## config.mk

```make
export PLATFORM = sky130hd
export DESIGN_NAME = matrix_operand_loader_flat
export DESIGN_NICKNAME = d
export VERILOG_FILES = /design/src/rtl/matrix_operand_loader_if.sv /design/src/rtl/matrix_operand_loader.sv /design/src/flat_wrapper.sv
export SDC_FILE = /design/constraint.sdc
export NUM_CORES = 1
export LEC_CHECK = 0
export BUFFER_PORTS_ARGS = -buffer_cell sky130_fd_sc_hd__buf_4
export CAP_MARGIN = 30
export CORE_MARGIN = 3
export CORE_UTILIZATION = 45
export CTS_CLUSTER_DIAMETER = 50
export DETAILED_ROUTE_END_ITERATION = 10
export PLACE_DENSITY = 0.67
export SYNTH_ARGS = -nofsm -noshare
export SYNTH_HDL_FRONTEND = slang
export SYNTH_SLANG_ARGS = --single-unit
```

## constraint.sdc

```tcl
create_clock -name clk -period 1.7 [get_ports clk]
set_input_delay 0.17 -clock clk [delete_from_list [all_inputs] [get_ports clk]]
set_output_delay 0.17 -clock clk [all_outputs]
set_load 0.005 [all_outputs]
```

## src/rtl/matrix_operand_loader_if.sv

```systemverilog
// rtl/matrix_operand_loader_if.sv - element-pair input stream and matrix-pair output bundle
//
// Purpose: groups the input beat handshake and the output matrix handshake of
//          matrix_operand_loader so host, loader and multiplier share one bundle.
// Signals:
//   in_valid / in_ready  : beat handshake, host -> loader
//   a_elem / b_elem      : one element of A and B per beat (ELEM_W bits each)
//   out_valid / out_ready: matrix-pair handshake, loader -> multiplier
//   a_mat / b_mat        : N*N packed elements, row-major, element k at [k*ELEM_W +: ELEM_W]
// Modports:
//   master : host/multiplier view (drives in_* beat and out_ready)
//   slave  : loader view
interface matrix_operand_loader_if #(
    parameter int N      = 2,
    parameter int ELEM_W = 8
);
    logic                    in_valid;
    logic                    in_ready;
    logic [ELEM_W-1:0]       a_elem;
    logic [ELEM_W-1:0]       b_elem;
    logic                    out_valid;
    logic                    out_ready;
    logic [N*N*ELEM_W-1:0]   a_mat;
    logic [N*N*ELEM_W-1:0]   b_mat;

    modport master (
        output in_valid, a_elem, b_elem, out_ready,
        input  in_ready, out_valid, a_mat, b_mat
    );

    modport slave (
        input  in_valid, a_elem, b_elem, out_ready,
        output in_ready, out_valid, a_mat, b_mat
    );
endinterface

```

## src/rtl/matrix_operand_loader.sv

```systemverilog
// rtl/matrix_operand_loader.sv - ping-pong assembler of NxN operand matrix pairs
//
// Purpose: accepts one (A, B) element pair per beat, fills one of two slots in
//          row-major order, and presents each completed pair to the multiplier
//          while the other slot is being refilled.
// Ports:
//   clk      : system clock, rising edge
//   rst_n    : asynchronous active-low reset
//   ena      : enable for the input side; output side runs regardless
//   clr      : synchronous clear of slots, counter, pointers and overflow
//   bus      : matrix_operand_loader_if.slave (beat input, matrix-pair output)
//   elem_idx : element index the next accepted beat writes
//   overflow : sticky, a beat was offered with ena high while both slots were full
module matrix_operand_loader #(
    parameter int N      = 2,
    parameter int ELEM_W = 8
) (
    input  logic                      clk,
    input  logic                      rst_n,
    input  logic                      ena,
    input  logic                      clr,
    matrix_operand_loader_if.slave    bus,
    output logic [$clog2(N*N)-1:0]    elem_idx,
    output logic                      overflow
);
    localparam int DEPTH = N * N;
    localparam int MAT_W = DEPTH * ELEM_W;
    localparam int IDX_W = $clog2(DEPTH);

    logic [MAT_W-1:0] a_slot_q [2];
    logic [MAT_W-1:0] a_slot_d [2];
    logic [MAT_W-1:0] b_slot_q [2];
    logic [MAT_W-1:0] b_slot_d [2];
    logic [1:0]       full_q, full_d;
    logic             wr_ptr_q, wr_ptr_d;
    logic             rd_ptr_q, rd_ptr_d;
    logic [IDX_W-1:0] elem_idx_q, elem_idx_d;
    logic             overflow_q, overflow_d;

    logic in_ready;
    logic out_valid;
    logic accept;
    logic consume;
    logic last_elem;

    // Handshake outputs depend only on registers plus ena/clr, never on
    // in_valid or out_ready.
    assign in_ready  = ena && !full_q[wr_ptr_q] && !clr;
    assign out_valid = full_q[rd_ptr_q];
    assign accept    = bus.in_valid && in_ready;
    assign consume   = out_valid && bus.out_ready;
    assign last_elem = (elem_idx_q == IDX_W'(DEPTH - 1));

    always_comb begin
        a_slot_d   = a_slot_q;
        b_slot_d   = b_slot_q;
        full_d     = full_q;
        wr_ptr_d   = wr_ptr_q;
        rd_ptr_d   = rd_ptr_q;
        elem_idx_d = elem_idx_q;
        overflow_d = overflow_q;

        if (clr) begin
            // Slot data is left stale; only the bookkeeping is cleared.
            full_d     = '0;
            wr_ptr_d   = 1'b0;
            rd_ptr_d   = 1'b0;
            elem_idx_d = '0;
            overflow_d = 1'b0;
        end else begin
            if (accept) begin
                for (int k = 0; k < DEPTH; k++) begin
                    if (elem_idx_q == IDX_W'(k)) begin
                        a_slot_d[wr_ptr_q][k*ELEM_W +: ELEM_W] = bus.a_elem;
                        b_slot_d[wr_ptr_q][k*ELEM_W +: ELEM_W] = bus.b_elem;
                    end
                end
                if (last_elem) begin
                    elem_idx_d       = '0;
                    full_d[wr_ptr_q] = 1'b1;
                    wr_ptr_d         = ~wr_ptr_q;
                end else begin
                    elem_idx_d = elem_idx_q + IDX_W'(1);
                end
            end
            // A completing write targets the empty slot while consume clears the
            // full one, so both updates to full_d touch different bits.
            if (consume) begin
                full_d[rd_ptr_q] = 1'b0;
                rd_ptr_d         = ~rd_ptr_q;
            end
            if (bus.in_valid && ena && !in_ready) begin
                overflow_d = 1'b1;
            end
        end
    end

    always_ff @(posedge clk or negedge rst_n) begin
        if (!rst_n) begin
            for (int s = 0; s < 2; s++) begin
                a_slot_q[s] <= '0;
                b_slot_q[s] <= '0;
            end
            full_q     <= '0;
            wr_ptr_q   <= 1'b0;
            rd_ptr_q   <= 1'b0;
            elem_idx_q <= '0;
            overflow_q <= 1'b0;
        end else begin
            for (int s = 0; s < 2; s++) begin
                a_slot_q[s] <= a_slot_d[s];
                b_slot_q[s] <= b_slot_d[s];
            end
            full_q     <= full_d;
            wr_ptr_q   <= wr_ptr_d;
            rd_ptr_q   <= rd_ptr_d;
            elem_idx_q <= elem_idx_d;
            overflow_q <= overflow_d;
        end
    end

    assign bus.in_ready  = in_ready;
    assign bus.out_valid = out_valid;
    assign bus.a_mat     = a_slot_q[rd_ptr_q];
    assign bus.b_mat     = b_slot_q[rd_ptr_q];
    assign elem_idx      = elem_idx_q;
    assign overflow      = overflow_q;
endmodule

```

## src/flat_wrapper.sv

```systemverilog
// flat-port wrapper written by rule: the top's interface ports become plain ports
module matrix_operand_loader_flat 
#(
    parameter int N      = 2,
    parameter int ELEM_W = 8
)
  (clk, rst_n, ena, clr, elem_idx, overflow, bus_in_valid, bus_a_elem, bus_b_elem, bus_out_ready, bus_in_ready, bus_out_valid, bus_a_mat, bus_b_mat);
  matrix_operand_loader_if #(.N(N), .ELEM_W(ELEM_W)) bus_i ();
  input  logic clk;
  input  logic rst_n;
  input  logic ena;
  input  logic clr;
  output logic [$clog2(N*N)-1:0] elem_idx;
  output logic overflow;
  input wire logic [$bits(bus_i.in_valid)-1:0] bus_in_valid;
  input wire logic [$bits(bus_i.a_elem)-1:0] bus_a_elem;
  input wire logic [$bits(bus_i.b_elem)-1:0] bus_b_elem;
  input wire logic [$bits(bus_i.out_ready)-1:0] bus_out_ready;
  output wire logic [$bits(bus_i.in_ready)-1:0] bus_in_ready;
  output wire logic [$bits(bus_i.out_valid)-1:0] bus_out_valid;
  output wire logic [$bits(bus_i.a_mat)-1:0] bus_a_mat;
  output wire logic [$bits(bus_i.b_mat)-1:0] bus_b_mat;
  assign bus_i.in_valid = bus_in_valid;
  assign bus_i.a_elem = bus_a_elem;
  assign bus_i.b_elem = bus_b_elem;
  assign bus_i.out_ready = bus_out_ready;
  assign bus_in_ready = bus_i.in_ready;
  assign bus_out_valid = bus_i.out_valid;
  assign bus_a_mat = bus_i.a_mat;
  assign bus_b_mat = bus_i.b_mat;
  matrix_operand_loader #(.N(N), .ELEM_W(ELEM_W)) u_core (.clk(clk), .rst_n(rst_n), .ena(ena), .clr(clr), .bus(bus_i), .elem_idx(elem_idx), .overflow(overflow));
endmodule
```

==> results summary <==
The flow ran to the end, but the final reports show violations. The final reports fail on negative setup slack. Setup repair after global routing could not meet its margin everywhere.

The finished layout cell area came out at slightly above 0.008 mm². The buffer and inverter count on the worst path is 2. The clock passes through at most 2 buffers. The number of rows created at floorplan came out at just over 40. The tightest min-delay check is of the in -> reg type. The initial antenna violation count was 0. The top cell types in the final layout, fill and taps aside, are mux2_2, dfrtp_1, buf_4. The total of max-cap violations came out at 0. The count of input and output buffers came out at 90. The antenna diode count is 0.

Setup violations remaining at the end of the flow were counted as 65. The data arrival time of the critical path is 1.63 ns. The number of distinct library cells after synthesis is 31. The net count of the finished layout is 546. Dividing total power by cell area gives a power density of 1070 mW/mm². The most used flip-flop cell after synthesis is dfrtp_1. The count of final hold-check violations is 0. The synthesized area divided by synthesized cell count came out at 15.6 µm².

The source of the critical timing path is u_core.rd_ptr_q$_DFFE_PN0P_. The pin count of the biggest net entering global routing is 47. STA classifies the critical path endpoint as an output pin. The starting utilization of the core area is 47.2%. The synthesis warning total is 0. The part of the cycle the worst path needs came out at 106%. The die extent in y is 122 µm. The die outline width came out at ~120 µm. The first-pass iteration count of the detailed router is 4. When the netlist entered floorplanning its net count stood at 418. The worst setup path is of the reg -> out kind.

In this design, the stage delay of the slowest critical-path cell is between 0.4 and 0.5 ns. The depth of the CTS H-tree came out at 4. Static timing analysis puts the maximum clock frequency at between 500 and 600 MHz.

The leading cell type in the layout, fill and taps excluded is mux2_2. The gate count of the mapped netlist is between 300 and 400. The number of filler instances in the final layout is 959. In the final routed layout, each cell accounts on average for 19.5 µm. Among all stages on the critical path, the largest delay is contributed by dfrtp_2.

The start of the worst register-to-register path is u_core.elem_idx[0]$_DFFE_PN0P_. The TritonCTS buffer count came out at 17. The number of synthesized flops with an enable pin is 0. The pre-CTS setup slack is 0.0228 ns. Subtracting the final worst setup slack from the clock period gives 1.80 ns.

The netlist area before placement came out at 0.00610 mm². Once placement finished, the instance area stood at around 0.007 mm². The total number of vias came out at 3687.

At the pin with the least slew margin, the transition time is 0.451 ns. Clock-pin slew was measured on the worst setup and hold paths at about 0.06 ns. The aggregate global routing overflow came out at 0. The global placer's final weighted congestion came out at 0.797. The number of cells on the worst hold path is 2.

The area of the die is approximately 0.015 mm². VDD sags by at most 0.000790 V. The number of ports placed on the die boundary is 91. The worst-skew pair later-pin latency came out at 0.42 ns.

The signal on the critical path passes through buf_12 -> mux2_2 -> buf_4. The number of pins with negative max-slew slack in the final report is 0. The detail route stage leaves a number of antenna-violating nets equal to 0. The standard cell core area came out at roughly 0.013 mm². The clock drives approximately 140 sinks. After layout, the worst setup slack is -0.0959 ns.

The required time reported for the critical path endpoint is 1.53 ns. In the final layout, the share of cells above drive strength 1 is 70.1%. After synthesis the netlist holds a flip-flop and latch count of approximately 140. The startpoint identified for the worst hold timing path is bus_a_elem[7]. The detailed placer's ending HPWL is between 8000 and 9000 µm. The detailed-route wire length came out at around 14000 µm. The number of gates on the worst path with buffers counted is 3. The cell family contributing the most delay on the critical path is flip-flops. The ratio of routed vias to standard cells came out at 5.24.

Counting cells, the worst reg-to-reg path comes to 5. The root buffer cell is clkbuf_16. The area growth from synthesis to final layout is 35.2%.

The static power due to leakage is 4.01 nW. Measured against its own limit, the worst slew margin works out to 69.9%. For this run, design rule violations remaining after detail routing come to 0.

The via count of the first global-routing pass came out at between 3k and 4k. The total routing resource utilization after global routing came out at between 10% and 20%. The first-pass GRT wire length is approximately 21000 µm.

The worst setup path is launched from a flop. Of all flip-flops after synthesis, the portion carrying an async set or reset was 100%. The final setup skew came out at 0.00772 ns.

The detailed router finished its first iteration with 170 violations. The maximum fanout count along the critical path is 41. The final worst hold slack is 0.0495 ns.

TritonCTS built the clock tree. The sequential area share after synthesis came out at 55.4%.
-- through the flow --
stage / TNS (ns) / power [mW] / instances / util [%]
finish: -4.14 / 8.84 / 704 / 63.8
floorplan: 0 / 4.22 / 392 / -
detailed placement: 0 / 4.92 / 657 / 55.2
CTS: -6.14 / 8.79 / 697 / 60.9
global route: -7.85 / 9.22 / 704 / 63.8
global placement: 0 / 4.88 / 657 / 55.2
-- sequential cells by signal, summed over array words and instances (netlist names) --
register and flops:
u_core.rd_ptr_q 1, u_core.wr_ptr_q 1, u_core.a_slot_q 64, u_core.full_q 2
u_core.elem_idx 2, u_core.overflow 1, u_core.b_slot_q 64
-- final timing paths --
path,end,slack (ns)
max reg2reg,u_core.elem_idx[0]$_DFFE_PN0P_,-0.01
max,bus_b_mat[23],-0.1
min in group asynchronous,u_core.a_slot_q[45]$_DFFE_PN0P_,0.25
max in group asynchronous,u_core.b_slot_q[28]$_DFFE_PN0P_,0.84
min reg2reg,u_core.b_slot_q[57]$_DFFE_PN0P_,0.50
min,u_core.a_slot_q[15]$_DFFE_PN0P_,0.05
-- cells in the mapped netlist (3+ instances only) --
cell type,count,area share [%]
ha_1,4,0.82
mux2_2,183,34
buf_6,9,1.7
nand2_1,6,0.37
dfrtp_1,135,55
a21oi_1,4,0.33
inv_1,3,0.18
o21ai_0,3,0.25
clkbuf_1,8,0.49
nand3_2,3,0.49
mux2_4,10,2.5
nor2_1,3,0.18
nor3_4,3,0.80
-- worst reg2reg max path: cells and delay by family, from the launching register on --
kind	cells	cell delay [ns]
AOI/OAI and AO/OA	1	0.14
DFF	1	0.41
adders and majority gates	1	0.22
and+or+nand+nor	1	0.55
buffers and inverters	2	0.32
-- metal layers --
layer | part of all wire (%) | up-vias | track usage, %
li1 | - | 1676 | -
met1 | 42 | 1917 | 23.8
met2 | 52 | 81 | 31.7
met3 | 4.4 | 13 | 4.88
met4 | 1.1 | 0 | 7.21
met5 | 0 | - | 0
-- power breakdown --
part           internal [mW]  switching (mW)  leakage [nW]
logic                  0.898           0.476          1.90
registers               3.50           0.142          1.80
clock network           2.47            1.35         0.298
-- final cells by class --
type	instances	area (µm²)	area share [%]
Inverter	3	11.3	0.137
Sequential cell	135	3380	41.0
Timing Repair Buffer	129	1310	15.9
Tap cell	172	215	2.61
Multi-Input combinational cell	234	2710	32.8
Clock buffer	18	439	5.32
Clock inverter	13	180	2.18
-- cells by family after synthesis --
family	Yosys count	share of synthesized area [%]
AO/OA/AOI/OAI	12	1.19
adder cells (fa/ha/maj)	4	0.820
buffers and inverters	23	2.87
flip-flops	135	55.4
multiplexers	193	36.2
AND/OR/NAND/NOR	25	3.51
-- timing repair --
action                     CTS  global route
setup endpoints to repair   65            80
gates cloned                 1             3
resized for setup            7            73
pin swaps                    0             3
hold endpoints to repair    48             0
hold buffers                 4             0
buffers inserted             4             4
Power figures use the tool's default switching activity.
